==> config.mk <==
export PLATFORM = sky130hd
export DESIGN_NAME = vx_gbar_unit
export DESIGN_NICKNAME = d
export VERILOG_FILES = /design/src/rtl/vx_gbar_pkg.sv /design/src/rtl/vx_gbar_slot.sv /design/src/rtl/vx_gbar_unit.sv
export SDC_FILE = /design/constraint.sdc
export NUM_CORES = 1
export LEC_CHECK = 0
export BUFFER_PORTS_ARGS = -buffer_cell sky130_fd_sc_hd__buf_2
export CAP_MARGIN = 5
export CORE_MARGIN = 4
export CORE_UTILIZATION = 50
export DETAILED_ROUTE_END_ITERATION = 10
export GPL_TIMING_DRIVEN = 1
export MAX_ROUTING_LAYER = met4
export PLACE_DENSITY = 0.79
export SLEW_MARGIN = 10
export SYNTH_ARGS = -nofsm -noshare
export SYNTH_HDL_FRONTEND = slang
export SYNTH_HIERARCHICAL = 1
export SYNTH_SLANG_ARGS = --single-unit
==> constraint.sdc <==
create_clock -name clk -period 4.2 [get_ports clk]
set_input_delay 0.84 -clock clk [delete_from_list [all_inputs] [get_ports clk]]
set_output_delay 0.84 -clock clk [all_outputs]
set_load 0.02 [all_outputs]
==> src/rtl/vx_gbar_pkg.sv <==
// -----------------------------------------------------------------------------
// vx_gbar_pkg
// Shared types and configuration for the global barrier unit.
//   - GBAR_NUM_BARRIERS / GBAR_NUM_CORES : cluster configuration
//   - bar_id_w() / core_id_w()           : width helpers for ids and sizes
//   - gbar_req_t                         : arrival request {id, size_m1, core_id}
//   - gbar_slot_state_t                  : per-barrier registers {mask, size, open}
//   - gbar_phase_e                       : per-barrier phase (IDLE / COLLECTING)
// -----------------------------------------------------------------------------
package vx_gbar_pkg;

    localparam int GBAR_NUM_BARRIERS = 4;
    localparam int GBAR_NUM_CORES    = 4;

    // A single-entry space still needs one bit to carry a value.
    function automatic int bar_id_w(input int num_barriers);
        return (num_barriers > 1) ? $clog2(num_barriers) : 1;
    endfunction

    function automatic int core_id_w(input int num_cores);
        return (num_cores > 1) ? $clog2(num_cores) : 1;
    endfunction

    localparam int GBAR_BAR_ID_W  = bar_id_w(GBAR_NUM_BARRIERS);
    localparam int GBAR_CORE_ID_W = core_id_w(GBAR_NUM_CORES);

    typedef struct packed {
        logic [GBAR_BAR_ID_W-1:0]  id;
        logic [GBAR_CORE_ID_W-1:0] size_m1;
        logic [GBAR_CORE_ID_W-1:0] core_id;
    } gbar_req_t;

    typedef struct packed {
        logic [GBAR_NUM_CORES-1:0] mask;
        logic [GBAR_CORE_ID_W-1:0] size;
        logic                      open;
    } gbar_slot_state_t;

    typedef enum logic {
        SLOT_IDLE       = 1'b0,
        SLOT_COLLECTING = 1'b1
    } gbar_phase_e;

endpackage

==> src/rtl/vx_gbar_slot.sv <==
// -----------------------------------------------------------------------------
// vx_gbar_slot
// One barrier id: arrival mask, recorded participant count and open flag.
// Detects duplicate arrivals and size mismatches and decides, combinationally
// for the current request, whether this arrival completes the epoch.
//
// Ports
//   clk       in   clock, rising edge
//   reset     in   asynchronous active-low reset
//   hit       in   an accepted request targets this barrier this cycle
//   size_m1   in   request participant count minus one
//   core_id   in   arriving core
//   phase     out  IDLE / COLLECTING (registered)
//   complete  out  this accept closes the epoch (release on the next cycle)
//   dup       out  this accept is a repeat arrival and is dropped
//   size_err  out  this accept carries a size different from the stored one
// -----------------------------------------------------------------------------
module vx_gbar_slot
    import vx_gbar_pkg::*;
(
    input  logic                      clk,
    input  logic                      reset,
    input  logic                      hit,
    input  logic [GBAR_CORE_ID_W-1:0] size_m1,
    input  logic [GBAR_CORE_ID_W-1:0] core_id,
    output gbar_phase_e               phase,
    output logic                      complete,
    output logic                      dup,
    output logic                      size_err
);

    // Popcount of a NUM_CORES mask fits in CORE_ID_W+1 bits.
    localparam int CNT_W = GBAR_CORE_ID_W + 1;

    gbar_slot_state_t          st_q;
    gbar_slot_state_t          st_d;
    logic [GBAR_NUM_CORES-1:0] core_oh;
    logic [GBAR_NUM_CORES-1:0] base_mask;
    logic [GBAR_NUM_CORES-1:0] new_mask;
    logic [GBAR_CORE_ID_W-1:0] eff_size;
    logic [CNT_W-1:0]          arrived;
    logic                      collecting;

    always_ff @(posedge clk or negedge reset) begin
        if (!reset) begin
            st_q <= '0;
        end else begin
            st_q <= st_d;
        end
    end

    assign collecting = st_q.open;
    assign phase      = collecting ? SLOT_COLLECTING : SLOT_IDLE;

    always_comb begin
        core_oh          = '0;
        core_oh[core_id] = 1'b1;

        // An idle barrier starts from an empty mask and adopts the request
        // size; an open one keeps whatever size its first arrival recorded.
        base_mask = collecting ? st_q.mask : '0;
        eff_size  = collecting ? st_q.size : size_m1;

        dup      = hit && collecting && (|(st_q.mask & core_oh));
        size_err = hit && collecting && !dup && (size_m1 != st_q.size);

        new_mask = base_mask | core_oh;
        arrived  = '0;
        for (int i = 0; i < GBAR_NUM_CORES; i++) begin
            arrived = arrived + CNT_W'(new_mask[i]);
        end

        // Release fires at equality, so the count can never overshoot.
        complete = hit && !dup && (arrived == ({1'b0, eff_size} + CNT_W'(1)));

        st_d = st_q;
        if (hit && !dup) begin
            if (!collecting) begin
                st_d.size = size_m1;
            end
            if (complete) begin
                st_d.mask = '0;
                st_d.open = 1'b0;
            end else begin
                st_d.mask = new_mask;
                st_d.open = 1'b1;
            end
        end
    end

endmodule

==> src/rtl/vx_gbar_unit.sv <==
// -----------------------------------------------------------------------------
// vx_gbar_unit
// Global barrier controller shared by all cores of the cluster. Collects
// arrivals per barrier id and broadcasts a one-cycle release when the last
// participant arrives; the barrier then reopens for its next epoch.
//
// Handshake: a request transfers on a rising edge where req_valid && req_ready.
// req_ready is low during reset and high from the first edge after it; the
// unit never stalls. rsp_valid is a one-cycle pulse with no backpressure, and
// rsp_id holds the last released id between pulses.
//
// Ports
//   clk            in   clock, rising edge
//   reset          in   asynchronous active-low reset
//   req_valid      in   arrival request valid
//   req_id         in   barrier id
//   req_size_m1    in   participant count minus one
//   req_core_id    in   arriving core
//   req_ready      out  request accept
//   rsp_valid      out  release pulse, one cycle after the completing accept
//   rsp_id         out  released barrier id
//   busy           out  some barrier has at least one pending arrival
//   err_dup        out  sticky: a core arrived twice within one epoch
//   err_size       out  sticky: an arrival's size disagreed with the epoch's
//   release_count  out  releases since reset, wrapping
// -----------------------------------------------------------------------------
module vx_gbar_unit
    import vx_gbar_pkg::*;
#(
    parameter int NUM_BARRIERS = GBAR_NUM_BARRIERS,
    parameter int NUM_CORES    = GBAR_NUM_CORES,
    parameter int BAR_ID_W     = bar_id_w(NUM_BARRIERS),
    parameter int CORE_ID_W    = core_id_w(NUM_CORES)
) (
    input  logic                 clk,
    input  logic                 reset,
    input  logic                 req_valid,
    input  logic [BAR_ID_W-1:0]  req_id,
    input  logic [CORE_ID_W-1:0] req_size_m1,
    input  logic [CORE_ID_W-1:0] req_core_id,
    output logic                 req_ready,
    output logic                 rsp_valid,
    output logic [BAR_ID_W-1:0]  rsp_id,
    output logic                 busy,
    output logic                 err_dup,
    output logic                 err_size,
    output logic [31:0]          release_count
);

    gbar_req_t                 req;
    logic                      accept;
    logic [NUM_BARRIERS-1:0]   hit;
    logic [NUM_BARRIERS-1:0]   slot_complete;
    logic [NUM_BARRIERS-1:0]   slot_dup;
    logic [NUM_BARRIERS-1:0]   slot_size_err;
    gbar_phase_e               slot_phase [NUM_BARRIERS];
    logic                      any_release;
    logic [BAR_ID_W-1:0]       release_id;
    logic                      busy_d;

    assign req    = '{id: req_id, size_m1: req_size_m1, core_id: req_core_id};
    assign accept = req_valid && req_ready;

    for (genvar b = 0; b < NUM_BARRIERS; b++) begin : g_slot
        assign hit[b] = accept && (req.id == BAR_ID_W'(b));

        vx_gbar_slot u_slot (
            .clk      (clk),
            .reset    (reset),
            .hit      (hit[b]),
            .size_m1  (req.size_m1),
            .core_id  (req.core_id),
            .phase    (slot_phase[b]),
            .complete (slot_complete[b]),
            .dup      (slot_dup[b]),
            .size_err (slot_size_err[b])
        );
    end

    // Only one request is accepted per cycle, so at most one slot completes.
    always_comb begin
        any_release = |slot_complete;
        release_id  = '0;
        busy_d      = 1'b0;
        for (int b = 0; b < NUM_BARRIERS; b++) begin
            if (slot_complete[b]) begin
                release_id = BAR_ID_W'(b);
            end
            if (slot_phase[b] == SLOT_COLLECTING) begin
                busy_d = 1'b1;
            end
        end
    end

    assign busy = busy_d;

    always_ff @(posedge clk or negedge reset) begin
        if (!reset) begin
            req_ready     <= 1'b0;
            rsp_valid     <= 1'b0;
            rsp_id        <= '0;
            err_dup       <= 1'b0;
            err_size      <= 1'b0;
            release_count <= '0;
        end else begin
            req_ready <= 1'b1;
            rsp_valid <= any_release;
            if (any_release) begin
                rsp_id        <= release_id;
                release_count <= release_count + 32'd1;
            end
            if (|slot_dup) begin
                err_dup <= 1'b1;
            end
            if (|slot_size_err) begin
                err_size <= 1'b1;
            end
        end
    end

endmodule

==> run_results.csv, run 1 <==
group,metric,value,unit
outcome,status,"completed",
power_and_ir_drop,p_total,2.502,mW
cts,clk_pin_slew,0.07,ns
global_routing,grt_pass1_vias,3035,
floorplanning,dieArea,0.009146,mm²
routing,vias,2926,
sta,slew_headroom,0.5284,
critical_path,max_stage_delay,0.50,ns
global_routing,antenna_found_initial,0,
yosys,avgSynthCellArea,10.46,µm²
power_and_ir_drop,p_per_area,574.5,mW/mm²
power_and_ir_drop,p_leak,2.101,nW
routing,wl,8267,µm
placement,dp_hpwl,5996,µm
cts,cts_made_buffers,9,
floorplanning,fp.dieW,95.64,µm
placement,port_buffers,47,
placement,place.gp.congestion,0.8788,
sta,clock_skew,0.009459,ns
cts,root_buffer,"clkbuf_8",
layout,nets,446,
critical_path,critPathLaunchType,"input port",
layout,drive_above_1_share,0.2212,
layout,fill_cells,628,
critical_path,ff2ff_path_depth,15,
sta,grt_setup_unrepaired,"false",
critical_path,crit_cells,15,
routing,drc,0,
layout,multi_input_area,0.002019,mm²
floorplanning,rows,31,
global_routing,grt-ovfl-total,0,
routing,routed_via_density,5.584,
routing,drtIter0Drc,107,
yosys,synthTopCellsByArea,"dfrtp_1 (43%), xnor2_1 (9.1%), nand2_1 (5.4%)",
yosys,yosys_register_bits,66,
cts,insertion_delay,0.35,ns
yosys,ys_seq_area_frac,0.4301,
layout,layout_commonest_cell,"dfrtp_1",
global_routing,grt_pass1_wl,14120,µm
sta,fmax,274.0,MHz
yosys,yosysWarnings,6,
routing,wl_per_cell,15.78,µm
yosys,synth_cell_types,34,
sta,worstMarginPinSlew,0.7074,ns
sta,hold_ws,0.4702,ns
sta,period_minus_slack,3.650,ns
yosys,yosys.area.top_type,"dfrtp_1",
layout,diodes,0,
cts,htreeDepth,3,
power_and_ir_drop,max-vdd-ir-drop,0.0003082,V
global_routing,grt_use_total,0.2055,
routing,antenna_left,0,
yosys,synth_top_area_frac,0.4301,
critical_path,crit_chain,"buf_2 -> o21ai_0 -> ha_1 -> inv_1 -> fa_1 -> inv_1 -> ha_1 -> xor2_1 -> nor4_4 -> nor4_4 -> buf_4 -> inv_1 -> nand2b_2 -> nor2_1 -> xor2_1",
hold_path,worst_hold_path_type,"reg -> reg",
critical_path,cp_top_family,"adder cells",
critical_path,endpoint_kind,"flip-flop",
critical_path,reg2reg_slack,0.81,ns
yosys,synthFlopType,"dfrtp_1",
layout,area_growth,13.42,%
cts,post_cts_buffers,0,
sta,timing.final.crit_share,0.8690,
yosys,synth_area,0.003840,mm²
yosys,async_flop_share,1.000,
layout,layout_common_cells,"dfrtp_1 (66), nand2_1 (55), buf_2 (47), xnor2_1 (40), o21ai_0 (28)",
critical_path,r2r-end,"release_count[5]",
sta,fin_ws,0.5503,ns
layout,area.sequential,0.001652,mm²
sta,finalSetupViolCount,0,
critical_path,crit_arrival,3.88,ns
layout,fin_util,0.5910,
floorplanning,initial_core_util,0.5211,
yosys,synth_nets,393,
sta,maxSlewViolCount,0,
run,cap_violations,0,
critical_path,cp_num_buf_inv,5,
cts,hold_buffers,0,
floorplanning,core_area,0.007370,mm²
floorplanning,die_y,95.64,µm
cts,clock-sinks,66,
critical_path,timing.rr.start,"g_slot[1].u_slot/collecting",
placement,place_ws,0.2038,ns
critical_path,required,4.43,ns
hold_path,holdPathEnd,"err_dup",
global_routing,grt_max_degree,36,
cts,cts_resized,0,
floorplanning,io_pins,48,
critical_path,cp_slowest_cell,"nor4_4",
routing,drtPass1Iterations,4,
yosys,synthCells,367,
hold_path,min-delay-start,"err_dup",
critical_path,crit_top_cell,"inv_1",
cts,clockBufferDepth,2,
critical_path,critPathKind,"in -> reg",
sta,setup_tns,0,ns
cts,cts_tree,"done",
yosys,synth_edf_count,0,
critical_path,cp_max_fo,18,
hold_path,whs_path_depth,2,
sta,hold_violations,0,
-- power by group --
group	switching (mW)	leakage [nW]	internal (mW)
logic	0.598	1.13	0.392
registers	0.179	0.871	0.778
clock network	0.276	0.100	0.279
-- worst max path at each step --
stage                              start                to
after floorplan           req_core_id[0]  release_count[5]
after global placement    req_core_id[1]  release_count[7]
after detailed placement  req_core_id[1]  release_count[5]
after CTS                 req_core_id[1]  release_count[5]
after global routing      req_core_id[0]  release_count[5]
final                     req_core_id[1]  release_count[5]
-- per-stage QoR --
| step | area (µm²) | cells |
|---|---|---|
| after floorplan | 3840 | 367 |
| after global placement | 4154 | 508 |
| after detailed placement | 4154 | 508 |
| after CTS | 4355 | 524 |
| after global routing | 4355 | 524 |
| final | 4355 | 524 |
-- cell usage after synthesis, drive strengths merged, types with 6 or more instances --
cell and count:
buf 6, nor2 11, ha 13, xnor2 40
nand2 55, o31ai 8, and3 8, a22oi 8
nor3 9, nand3 19, mux2 8, nand4 13
o21ai 28, dfrtp 66, nor4 8, xor2 11
inv 23
-- registers in the layout, summed over array words and instances, names as in the netlist --
| signal | flops |
|---|---|
| err_dup | 1 |
| err_size | 1 |
| g_slot.u_slot/collecting | 4 |
| g_slot.u_slot/st_q | 24 |
| release_count | 32 |
| req_ready | 1 |
| rsp_id | 2 |
| rsp_valid | 1 |
-- routing by layer --
metal | up-vias | global-route usage | part of all wire
met4 | 0 | 0.06161 | 0.011
met2 | 88 | 0.3399 | 0.49
met5 | - | - | 0
met1 | 1437 | 0.2452 | 0.44
met3 | 11 | 0.05604 | 0.061
li1 | 1390 | - | -
-- cells by family after synthesis --
family          after synthesis  share of synthesized area
compound gates               55                    0.08895
xor+xnor                     51                     0.1163
buf+inv                      33                    0.04399
fa+ha+maj                    17                    0.06321
flops                        66                     0.4301
other cells                   1                  0.0009766
simple gates                128                     0.1952
mux                          16                    0.06126
-- layout make-up --
type	instances	share of cell area
clock inverters	7	0.01781
clock buffers	9	0.02844
multi-input cells	268	0.4637
inverters	23	0.01982
repair buffers	52	0.06263
well taps	99	0.02844
flip-flops and latches	66	0.3792
-- tightest hold or removal path: stages, from the launching register on --
cell	delay, ns
dfrtp_1	0.35
nor2_1	0.04
nand2_1	0.05
(Power assumes the default switching activity.)
==> run 2: changes to the inputs <==
- clock period: 4.2 -> 4 ns (I/O delays scaled with it)
==> run_results.csv, run 2 (synthesized netlist as in run 1, its figures left out) <==
group,metric,value,unit
placement,dp_hpwl,5647,µm
cts,htreeDepth,3,
sta,fmax,283.3,MHz
global_routing,use_met1,0.2494,
outcome,status,"completed",
global_routing,grt_pass1_wl,13590,µm
placement,placed_area,0.004161,mm²
sta,hold_violations,0,
sta,maxSlewViolCount,0,
routing,drtPass1Iterations,4,
sta,period_minus_slack,3.530,ns
power_and_ir_drop,p_leak,2.105,nW
sta,clock_skew,0.01259,ns
layout,final_cell_area,0.004363,mm²
cts,hold_buffers,0,
cts,post_cts_buffers,0,
critical_path,critPathLaunchType,"input port",
critical_path,cp_slowest_cell,"nor4_4",
hold_path,worst_hold_path_type,"reg -> reg",
global_routing,use_met3,0.06156,
cts,cts_made_buffers,9,
critical_path,crit_chain,"buf_2 -> inv_1 -> o21ai_0 -> ha_1 -> inv_1 -> fa_1 -> xnor2_1 -> nor4_4 -> nor4_4 -> nor4_4 -> buf_4 -> nand3_1 -> xnor2_1",
layout,layout.cells.non_filler,525,
power_and_ir_drop,p_per_area,593.9,mW/mm²
power_and_ir_drop,seq_power_share,0.388,
routing,wl_per_cell,14.63,µm
layout,layout_commonest_cell,"dfrtp_1",
floorplanning,initial_core_util,0.5211,
critical_path,cp_top_family,"simple AND/OR/NAND/NOR gates",
global_routing,grt_util_met2,0.2965,
sta,setup_tns,0,ns
critical_path,crit_arrival,3.75,ns
cts,clock-sinks,66,
global_routing,grt_max_degree,36,
cts,insertion_delay,0.35,ns
sta,finalSetupViolCount,0,
placement,port_buffers,47,
power_and_ir_drop,swShare,0.4141,
critical_path,endpoint_kind,"flip-flop",
sta,timing.final.crit_share,0.8825,
layout,top_register,"release_count",
critical_path,crit_top_cell,"nor4_4",
layout,area_growth,13.62,%
critical_path,cp_num_buf_inv,4,
routing,drc,0,
cts,root_buffer,"clkbuf_8",
layout,drive_above_1_share,0.2230,
layout,fill_cells,645,
floorplanning,die_y,95.64,µm
global_routing,grt_pass1_vias,2898,
placement,dp_cells,509,
global_routing,grt_use_total,0.1960,
routing,routed_via_density,5.505,
floorplanning,rows,31,
cts,cts_resized,0,
routing,antenna_left,0,
cts,cts_tree,"done",
global_routing,antenna_found_initial,0,
floorplanning,dieArea,0.009146,mm²
critical_path,max_stage_delay,0.43,ns
power_and_ir_drop,p_sw,1.073,mW
sta,slew_headroom,0.5457,
layout,largest_register_ffs,32,
cts,clk_pin_slew,0.07,ns
floorplanning,fp.dieW,95.64,µm
layout,layout_common_cells,"dfrtp_1 (66), nand2_1 (55), buf_2 (47), xnor2_1 (40), o21ai_0 (28)",
sta,hold_ws,0.4730,ns
sta,grt_setup_unrepaired,"false",
power_and_ir_drop,max-vdd-ir-drop,0.0003734,V
cts,clockBufferDepth,2,
layout,nets,447,
power_and_ir_drop,p_total,2.591,mW
global_routing,grt-ovfl-total,0,
global_routing,gr-max-usage-layer,"met2",
placement,place.gp.congestion,0.8941,
power_and_ir_drop,power_frac_clock,0.224,
critical_path,required,4.22,ns
critical_path,cp_max_fo,16,
routing,vias,2890,
floorplanning,core_area,0.007370,mm²
floorplanning,io_pins,48,
critical_path,critPathKind,"in -> reg",
routing,drtIter0Drc,125,
power_and_ir_drop,intPower,1.518,mW
power_and_ir_drop,power_frac_comb,0.388,
routing,wl,7681,µm
run,cap_violations,0,
sta,worstMarginPinSlew,0.6814,ns
layout,diodes,0,
## run 2: cell types whose count changed in the layout (fill, tap and decap cells not counted), sizes merged
cell / delta
buf: +1
## run 2: routing by layer
metal / share of wire / vias to the layer above
li1: - / 1389
met1: 0.46 / 1408
met2: 0.47 / 84
met3: 0.066 / 9
met4: 0.0094 / 0
met5: 0 / -
## run 2: worst paths after layout
path,from,endpoint,slack (ns),depth (start not counted)
max,req_core_id[0],release_count[27],0.47,13
min,err_dup,err_dup,0.47,2
max reg2reg,g_slot[1].u_slot/collecting,release_count[5],0.66,14
min reg2reg,err_dup,err_dup,0.47,2
max in group asynchronous,reset,g_slot[3].u_slot/st_q[2],2.59,2
min in group asynchronous,reset,release_count[11],0.49,1
## run 2: power groups by stage
stage          logic, mW  registers, mW  clock network (mW)
4_1_cts             1.02           1.00               0.598
5_1_grt             1.14           1.03               0.631
3_3_place_gp       0.979           1.00                   0
2_1_floorplan      0.805          0.976                   0
3_5_place_dp        1.01           1.01                   0
6_report            1.01           1.01               0.580
## run 2: worst reg2reg max path, cell delays in order, from the launching register on
cell,delay (ns)
dfrtp_1,0.52
nand2_1,0.13
o21ai_0,0.12
ha_1,0.31
inv_1,0.05
fa_1,0.38
inv_1,0.07
ha_1,0.23
xor2_1,0.28
nor4_4,0.10
nor4_4,0.53
inv_1,0.19
nand2b_2,0.14
nor2_1,0.06
xor2_1,0.14
## run 2: cell type report
type	instances	area, µm²	area share
Clock buffer	9	123.9	0.02839
Inverter	23	86.33	0.01979
Clock inverter	7	77.57	0.01778
Multi-Input combinational cell	268	2019	0.4629
Sequential cell	66	1652	0.3785
Tap cell	99	123.9	0.02839
Timing Repair Buffer	53	280.3	0.06424
## run 2: per-stage QoR
step	utilization	setup WS (ns)
floorplan	-	0.6333
global placement	0.5647	0.1730
detailed placement	0.5647	0.1137
CTS	0.5920	0.4870
global route	0.5920	0.2007
finish	0.5920	0.4700
